### src/rtl/lfsr_decrypt_pkg.sv
// Shared constants, state encoding and LFSR step
// function for the LFSR stream-cipher blocks.
package lfsr_decrypt_pkg;

  localparam int PRE_LEN    = 4;
  localparam int BYTE_STEPS = 8;

  localparam int CNT_W  = $clog2(PRE_LEN);
  localparam int STEP_W = $clog2(BYTE_STEPS);

  localparam logic [CNT_W-1:0]  CNT_LAST  =
    CNT_W'(PRE_LEN - 1);
  localparam logic [STEP_W-1:0] STEP_LAST =
    STEP_W'(BYTE_STEPS - 1);

  localparam int TAP0 = 2;
  localparam int TAP1 = 5;
  localparam int TAP2 = 6;
  localparam int TAP3 = 12;
  localparam int TAP4 = 30;

  // RUN is the idle sub-mode of stepping:
  // waiting for the next payload byte.
  typedef enum logic [2:0] {
    ST_IDLE,
    ST_COLLECT,
    ST_RUN,
    ST_STEP,
    ST_OUT
  } state_e;

  function automatic logic [31:0] lfsr_next(
    input logic [31:0] s
  );
    logic fb;
    fb = s[TAP0] ^ s[TAP1] ^ s[TAP2]
       ^ s[TAP3] ^ s[TAP4];
    return {s[30:0], fb};
  endfunction

endpackage

### src/rtl/lfsr_decrypt_if.sv
// Byte-stream handshake bundle: ciphertext in,
// plaintext out, both valid/ready.
interface lfsr_decrypt_if;

  logic [7:0] cin;
  logic       cin_valid;
  logic       cin_ready;
  logic [7:0] pout;
  logic       pout_valid;
  logic       pout_ready;

  modport master (
    output cin,
    output cin_valid,
    input  cin_ready,
    input  pout,
    input  pout_valid,
    output pout_ready
  );

  modport slave (
    input  cin,
    input  cin_valid,
    output cin_ready,
    output pout,
    output pout_valid,
    input  pout_ready
  );

endinterface

### src/rtl/lfsr_decrypt_core.sv
// 32-bit LFSR register with clear, parallel load
// and single-step controls (clear > load > step).
module lfsr_step_core
  import lfsr_decrypt_pkg::*;
(
  input  logic        clk,
  input  logic        rst_n,
  input  logic        clr_i,
  input  logic        load_i,
  input  logic [31:0] load_val_i,
  input  logic        step_i,
  output logic [31:0] state_o
);

  logic [31:0] s_q;
  logic [31:0] s_d;

  // next register value by control priority
  always_comb begin
    s_d = s_q;
    unique case (1'b1)
      clr_i:   s_d = '0;
      load_i:  s_d = load_val_i;
      step_i:  s_d = lfsr_next(s_q);
      default: s_d = s_q;
    endcase
  end

  // LFSR register
  always_ff @(posedge clk or negedge rst_n) begin
    if (!rst_n) s_q <= '0;
    else        s_q <= s_d;
  end

  assign state_o = s_q;

endmodule

### src/rtl/lfsr_decrypt.sv
// Stream-cipher receiver: recovers LFSR state from a
// known preamble, then decrypts payload bytes.
module lfsr_decrypt
  import lfsr_decrypt_pkg::*;
#(
  parameter logic [7:0] PRE_BYTE = 8'h5F
) (
  input  logic              clk,
  input  logic              rst_n,
  input  logic              start,
  lfsr_decrypt_if.slave     bus,
  output logic              seed_valid,
  output logic [31:0]       lfsr_state
);

  state_e state_q;
  state_e state_d;

  logic [CNT_W-1:0]  cnt_q;
  logic [CNT_W-1:0]  cnt_d;
  logic [STEP_W-1:0] step_cnt_q;
  logic [STEP_W-1:0] step_cnt_d;
  logic [7:0]        cbuf_q;
  logic [7:0]        cbuf_d;
  logic              seed_q;
  logic              seed_d;
  logic              pv_q;
  logic              pv_d;
  logic [7:0]        pout_q;
  logic [7:0]        pout_d;

  logic        cin_ready;
  logic        acc;
  logic        core_load;
  logic        core_step;
  logic [31:0] s;
  logic [31:0] s_nx;
  logic [31:0] load_val;

  assign acc      = bus.cin_valid & cin_ready;
  assign s_nx     = lfsr_next(s);
  // each recovered keystream byte shifts in low
  assign load_val = {s[23:0], bus.cin ^ PRE_BYTE};

  lfsr_step_core u_core (
    .clk        (clk),
    .rst_n      (rst_n),
    .clr_i      (start),
    .load_i     (core_load),
    .load_val_i (load_val),
    .step_i     (core_step),
    .state_o    (s)
  );

  // FSM state register
  always_ff @(posedge clk or negedge rst_n) begin
    if (!rst_n) state_q <= ST_IDLE;
    else        state_q <= state_d;
  end

  // FSM next state; start overrides everything
  always_comb begin
    state_d = state_q;
    if (start) begin
      state_d = ST_COLLECT;
    end else begin
      unique case (state_q)
        ST_IDLE:    state_d = ST_IDLE;
        ST_COLLECT:
          if (acc && cnt_q == CNT_LAST)
            state_d = ST_RUN;
        ST_RUN:
          if (acc) state_d = ST_STEP;
        ST_STEP:
          if (step_cnt_q == STEP_LAST)
            state_d = ST_OUT;
        ST_OUT:
          if (bus.pout_ready) state_d = ST_RUN;
        default:    state_d = ST_IDLE;
      endcase
    end
  end

  // FSM outputs: input ready and core controls
  always_comb begin
    cin_ready = 1'b0;
    core_load = 1'b0;
    core_step = 1'b0;
    if (!start) begin
      unique case (state_q)
        ST_COLLECT: begin
          cin_ready = 1'b1;
          core_load = bus.cin_valid;
        end
        ST_RUN:  cin_ready = 1'b1;
        ST_STEP: core_step = 1'b1;
        default: cin_ready = 1'b0;
      endcase
    end
  end

  // datapath next values: counters, buffer, flags
  always_comb begin
    cnt_d      = cnt_q;
    step_cnt_d = step_cnt_q;
    cbuf_d     = cbuf_q;
    seed_d     = seed_q;
    pv_d       = pv_q;
    pout_d     = pout_q;
    if (start) begin
      cnt_d      = '0;
      step_cnt_d = '0;
      cbuf_d     = '0;
      seed_d     = 1'b0;
      pv_d       = 1'b0;
    end else begin
      unique case (state_q)
        ST_COLLECT:
          if (acc) begin
            cnt_d = cnt_q + 1'b1;
            if (cnt_q == CNT_LAST)
              seed_d = 1'b1;
          end
        ST_RUN:
          if (acc) begin
            cbuf_d     = bus.cin;
            step_cnt_d = '0;
          end
        ST_STEP: begin
          step_cnt_d = step_cnt_q + 1'b1;
          if (step_cnt_q == STEP_LAST) begin
            pv_d   = 1'b1;
            pout_d = cbuf_q ^ s_nx[7:0];
          end
        end
        ST_OUT:
          if (bus.pout_ready) pv_d = 1'b0;
        default: pv_d = pv_q;
      endcase
    end
  end

  // datapath registers
  always_ff @(posedge clk or negedge rst_n) begin
    if (!rst_n) begin
      cnt_q      <= '0;
      step_cnt_q <= '0;
      cbuf_q     <= '0;
      seed_q     <= 1'b0;
      pv_q       <= 1'b0;
      pout_q     <= '0;
    end else begin
      cnt_q      <= cnt_d;
      step_cnt_q <= step_cnt_d;
      cbuf_q     <= cbuf_d;
      seed_q     <= seed_d;
      pv_q       <= pv_d;
      pout_q     <= pout_d;
    end
  end

  assign bus.cin_ready  = cin_ready;
  assign bus.pout       = pout_q;
  assign bus.pout_valid = pv_q;
  assign seed_valid     = seed_q;
  assign lfsr_state     = s;

endmodule

### src/flat_wrapper.sv
// flat-port wrapper written by rule: the top's interface ports become plain ports
module lfsr_decrypt_flat import lfsr_decrypt_pkg::*;
#(
  parameter logic [7:0] PRE_BYTE = 8'h5F
)
  (clk, rst_n, start, seed_valid, lfsr_state, bus_cin, bus_cin_valid, bus_cin_ready, bus_pout, bus_pout_valid, bus_pout_ready);
  lfsr_decrypt_if bus_i ();
  input  logic clk;
  input  logic rst_n;
  input  logic start;
  output logic seed_valid;
  output logic [31:0] lfsr_state;
  input wire logic [$bits(bus_i.cin)-1:0] bus_cin;
  input wire logic [$bits(bus_i.cin_valid)-1:0] bus_cin_valid;
  output wire logic [$bits(bus_i.cin_ready)-1:0] bus_cin_ready;
  output wire logic [$bits(bus_i.pout)-1:0] bus_pout;
  output wire logic [$bits(bus_i.pout_valid)-1:0] bus_pout_valid;
  input wire logic [$bits(bus_i.pout_ready)-1:0] bus_pout_ready;
  assign bus_i.cin = bus_cin;
  assign bus_i.cin_valid = bus_cin_valid;
  assign bus_cin_ready = bus_i.cin_ready;
  assign bus_pout = bus_i.pout;
  assign bus_pout_valid = bus_i.pout_valid;
  assign bus_i.pout_ready = bus_pout_ready;
  lfsr_decrypt #(.PRE_BYTE(PRE_BYTE)) u_core (.clk(clk), .rst_n(rst_n), .start(start), .bus(bus_i), .seed_valid(seed_valid), .lfsr_state(lfsr_state));
endmodule
### config.mk
export PLATFORM = sky130hd
export DESIGN_NAME = lfsr_decrypt_flat
export DESIGN_NICKNAME = d
export VERILOG_FILES = /design/src/rtl/lfsr_decrypt_pkg.sv /design/src/rtl/lfsr_decrypt_if.sv /design/src/rtl/lfsr_decrypt_core.sv /design/src/rtl/lfsr_decrypt.sv /design/src/flat_wrapper.sv
export SDC_FILE = /design/constraint.sdc
export NUM_CORES = 1
export LEC_CHECK = 0
export ABC_CLOCK_PERIOD_IN_PS = 5100
export CORE_UTILIZATION = 40
export CTS_CLUSTER_SIZE = 16
export DETAILED_ROUTE_END_ITERATION = 7
export PLACE_DENSITY = 0.64
export SLEW_MARGIN = 20
export SYNTH_ARGS = -nofsm -noshare
export SYNTH_HDL_FRONTEND = slang
export SYNTH_SLANG_ARGS = --single-unit
### constraint.sdc
create_clock -name clk -period 5.1 [get_ports clk]
set_input_delay 0.765 -clock clk [delete_from_list [all_inputs] [get_ports clk]]
set_output_delay 0.765 -clock clk [all_outputs]
set_load 0.005 [all_outputs]
==> run metrics <==
CTS tree done; worst r2r path cells 4; Netlist cell types 35; cts hold-fix bufs 0; EDFF count, synth 0; Peak Freq 308 MHz; Seq pwr share 45.8%; Reg-to-Reg End u_core.bus.pout[0]; share of cells above drive strength 1 9.86%; Final Net Count 295; fraction of the mapped netlist area in adder cells 1.45%; internal power 0.831 mW; Clock Tree Buf Depth 2; mapped cell area 0.00258 mm2; Layout Cell Area excl Fill 0.00340 mm2; Final Wtd Congestion 0.772; RR Startpoint u_core.state_q[1]; vias in the first global route 1812; GR Overflow Total 0; top cell type's share of synthesized area 56.2%; hold_sp u_core.step_cnt_q[1]; maximum vdd drop 0.000160 V; leading area contributor after synthesis dfrtp_1; die area 0.00678 mm2; Num Clock Sinks 58; Reg clk slew, reported paths 0.06 ns; clock root buffer master clkbuf_8; synth top area cells dfrtp_1, a222oi_1, inv_1; Slew Limit Fails 0; Vert. Die Dim 82.3 um; max cap viols 0; met2 wire length 2440 um; routed length per instance 15.9 um; Net Sw Power 0.270 mW; combinational cell fraction of total power 12.3%; vias per cell 5.55; Post-Syn Instances 223; cell mode on critical path clkdlybuf4s50_1; H-Tree Depth 3; Worst Hold Class reg2reg; Final Critical Period 3.25 ns; syn_nets 239; clock power share 41.9%; synth warn 0; Hold Violations, Final 0; Core Region 0.00606 mm2; status finished clean; chip width 82.3 um; # resized after CTS 0; CP Class in2out; synth cell count leaders dfrtp_1, inv_1, a222oi_1; unrepaired setup endpoints after global routing false; WP data required 4.34 ns; Worst Tran Pin Value 0.739 ns; crit start category primary input; final worst-path cycle share 63.7%; TritonCTS buffer count 9; antenna violations before repair 0; Sum Neg Setup Slack 0 ns; area growth from synthesis to layout 31.7%; flop2flop setup slack 2.99 ns; Synth async-reset ratio 100%; fill count 549; complex-gate fraction of the synthesized area 20.8%; WL met1 2830 um; worst setup margin 1.85 ns; Vias 1992; mux cell area share after synthesis 1.02%; Pre-antenna DRT Iters 6; simple logic cell fraction of the synthesized area 8.97%; Lkg Pwr 1.67 nW; drc violations 0; Placement Setup Slack 1.83 ns; final wirelength 5710 um; Arrival @ worst endpoint 2.48 ns; Hold EP u_core.step_cnt_q[1]; max_slew headroom 50.7%; total power 1.10 mW; crit-path cells clkdlybuf4s50_1, nor2_1, a21boi_0, clkdlybuf4s50_1; pin count of the biggest net entering global routing 59; Total GRT Usage 18.8%; detailed router's first-iteration violation count 237; global-route wire length before repair 9310 um; Placement Cell Area 0.00318 mm2; skew final 0.0113 ns; CP peak stage delay 0.66 ns; Main synth FF type dfrtp_1; CP endpoint kind primary output; worst-path fanout max 15; post-CTS setup buffer count 0; largest family of logic cells by synthesized area compound AO/OA/AOI/OAI gates; # setup viols final 0; Max Used Layer met4; syn avg cell area 11.6 um2; # diodes 0; Sw Share 24.5%; Detail Route Antenna Nets 0; Worst path slowest cell clkdlybuf4s50_1; Hold Crit Depth 1; top-count cell post-synth dfrtp_1; FP Rows 28; #FFs+latches synth 58; starting density of the core 42.6%; pwr/cell area 324 mW/mm2; Detail Placement HPWL 3750 um; xor/xnor share of the synthesized area 4.90%; clk_lat worst skew 0.33 ns; port bufs 55; top-level I/O count 56; register area share after synthesis 56.2%; met3 wire len 347 um; worst hold slack 0.509 ns
-- cells by family (layout without fill, tap and decap cells) --
| family | Yosys count | count (layout) |
|---|---|---|
| mux | 2 | 2 |
| simple gates | 40 | 40 |
| flops | 58 | 58 |
| fa+ha+maj | 3 | 3 |
| compound gates | 67 | 67 |
| xor+xnor | 12 | 12 |
| buf+inv | 41 | 102 |
-- layout make-up --
cell class / instances / area (um2) / share of cell area (%)
timing repair buffer: 59 / 576 / 16.9
tap: 75 / 93.8 / 2.76
clock inverter: 5 / 77.6 / 2.28
inverter: 27 / 101 / 2.98
clock buffer: 11 / 141 / 4.16
multi-input combinational: 124 / 958 / 28.2
sequential: 58 / 1450 / 42.7
-- power by group through the flow --
stage / Sequential (mW) / Clock (mW) / Combinational, mW
2_1_floorplan: 0.502 / 0 / 0.0856
3_3_place_gp: 0.513 / 0 / 0.136
3_5_place_dp: 0.513 / 0 / 0.137
4_1_cts: 0.504 / 0.474 / 0.137
5_1_grt: 0.508 / 0.496 / 0.151
6_report: 0.505 / 0.461 / 0.135
-- worst max path at each step --
stage / startpoint / to / slack (ns) / cells after the start
2_1_floorplan: start / bus_cin_ready / 3.20 / 2
3_3_place_gp: start / bus_cin_ready / 1.91 / 4
3_5_place_dp: start / bus_cin_ready / 1.83 / 4
4_1_cts: start / bus_cin_ready / 1.83 / 4
5_1_grt: start / bus_cin_ready / 1.73 / 4
6_report: start / bus_cin_ready / 1.85 / 4
-- stage by stage --
stage	utilization, %	instances
2_1_floorplan	-	223
3_3_place_gp	52.5	343
3_5_place_dp	52.5	343
4_1_cts	56.1	359
5_1_grt	56.1	359
6_report	56.1	359
-- layer usage --
layer  up-vias  global-route usage, %
li1        939                      -
met1       976                   27.5
met2        70                   26.0
met3         7                   3.96
met4         0                   10.0
met5         -                      0
-- registers in the layout (all words and copies together) (netlist names) --
| name | flops |
|---|---|
| u_core.cnt_q | 2 |
| u_core.bus.pout_valid | 1 |
| u_core.step_cnt_q | 3 |
| u_core.u_core.state_o | 32 |
| u_core.state_q | 3 |
| u_core.seed_valid | 1 |
| u_core.cbuf_q | 8 |
| u_core.bus.pout | 8 |
-- cells in the final DEF, fill, tap and decap left out, drive strengths merged, types with 3 or more instances in the layout --
cell type      count
dfrtp             58
clkdlybuf4s50     54
inv               27
a222oi            26
nor2              17
a21oi             14
a22o              11
xnor2             11
clkbuf            11
o21ai              8
a22oi              5
buf                5
nand2b             4
nor2b              3
nand3              3
ha                 3
-- worst max-delay path: cells and delay by family --
family	cells	cell delay (ns)
buffers and inverters	2	1.18
AO/OA/AOI/OAI	1	0.22
AND/OR/NAND/NOR	1	0.31
(Power assumes the default switching activity.)
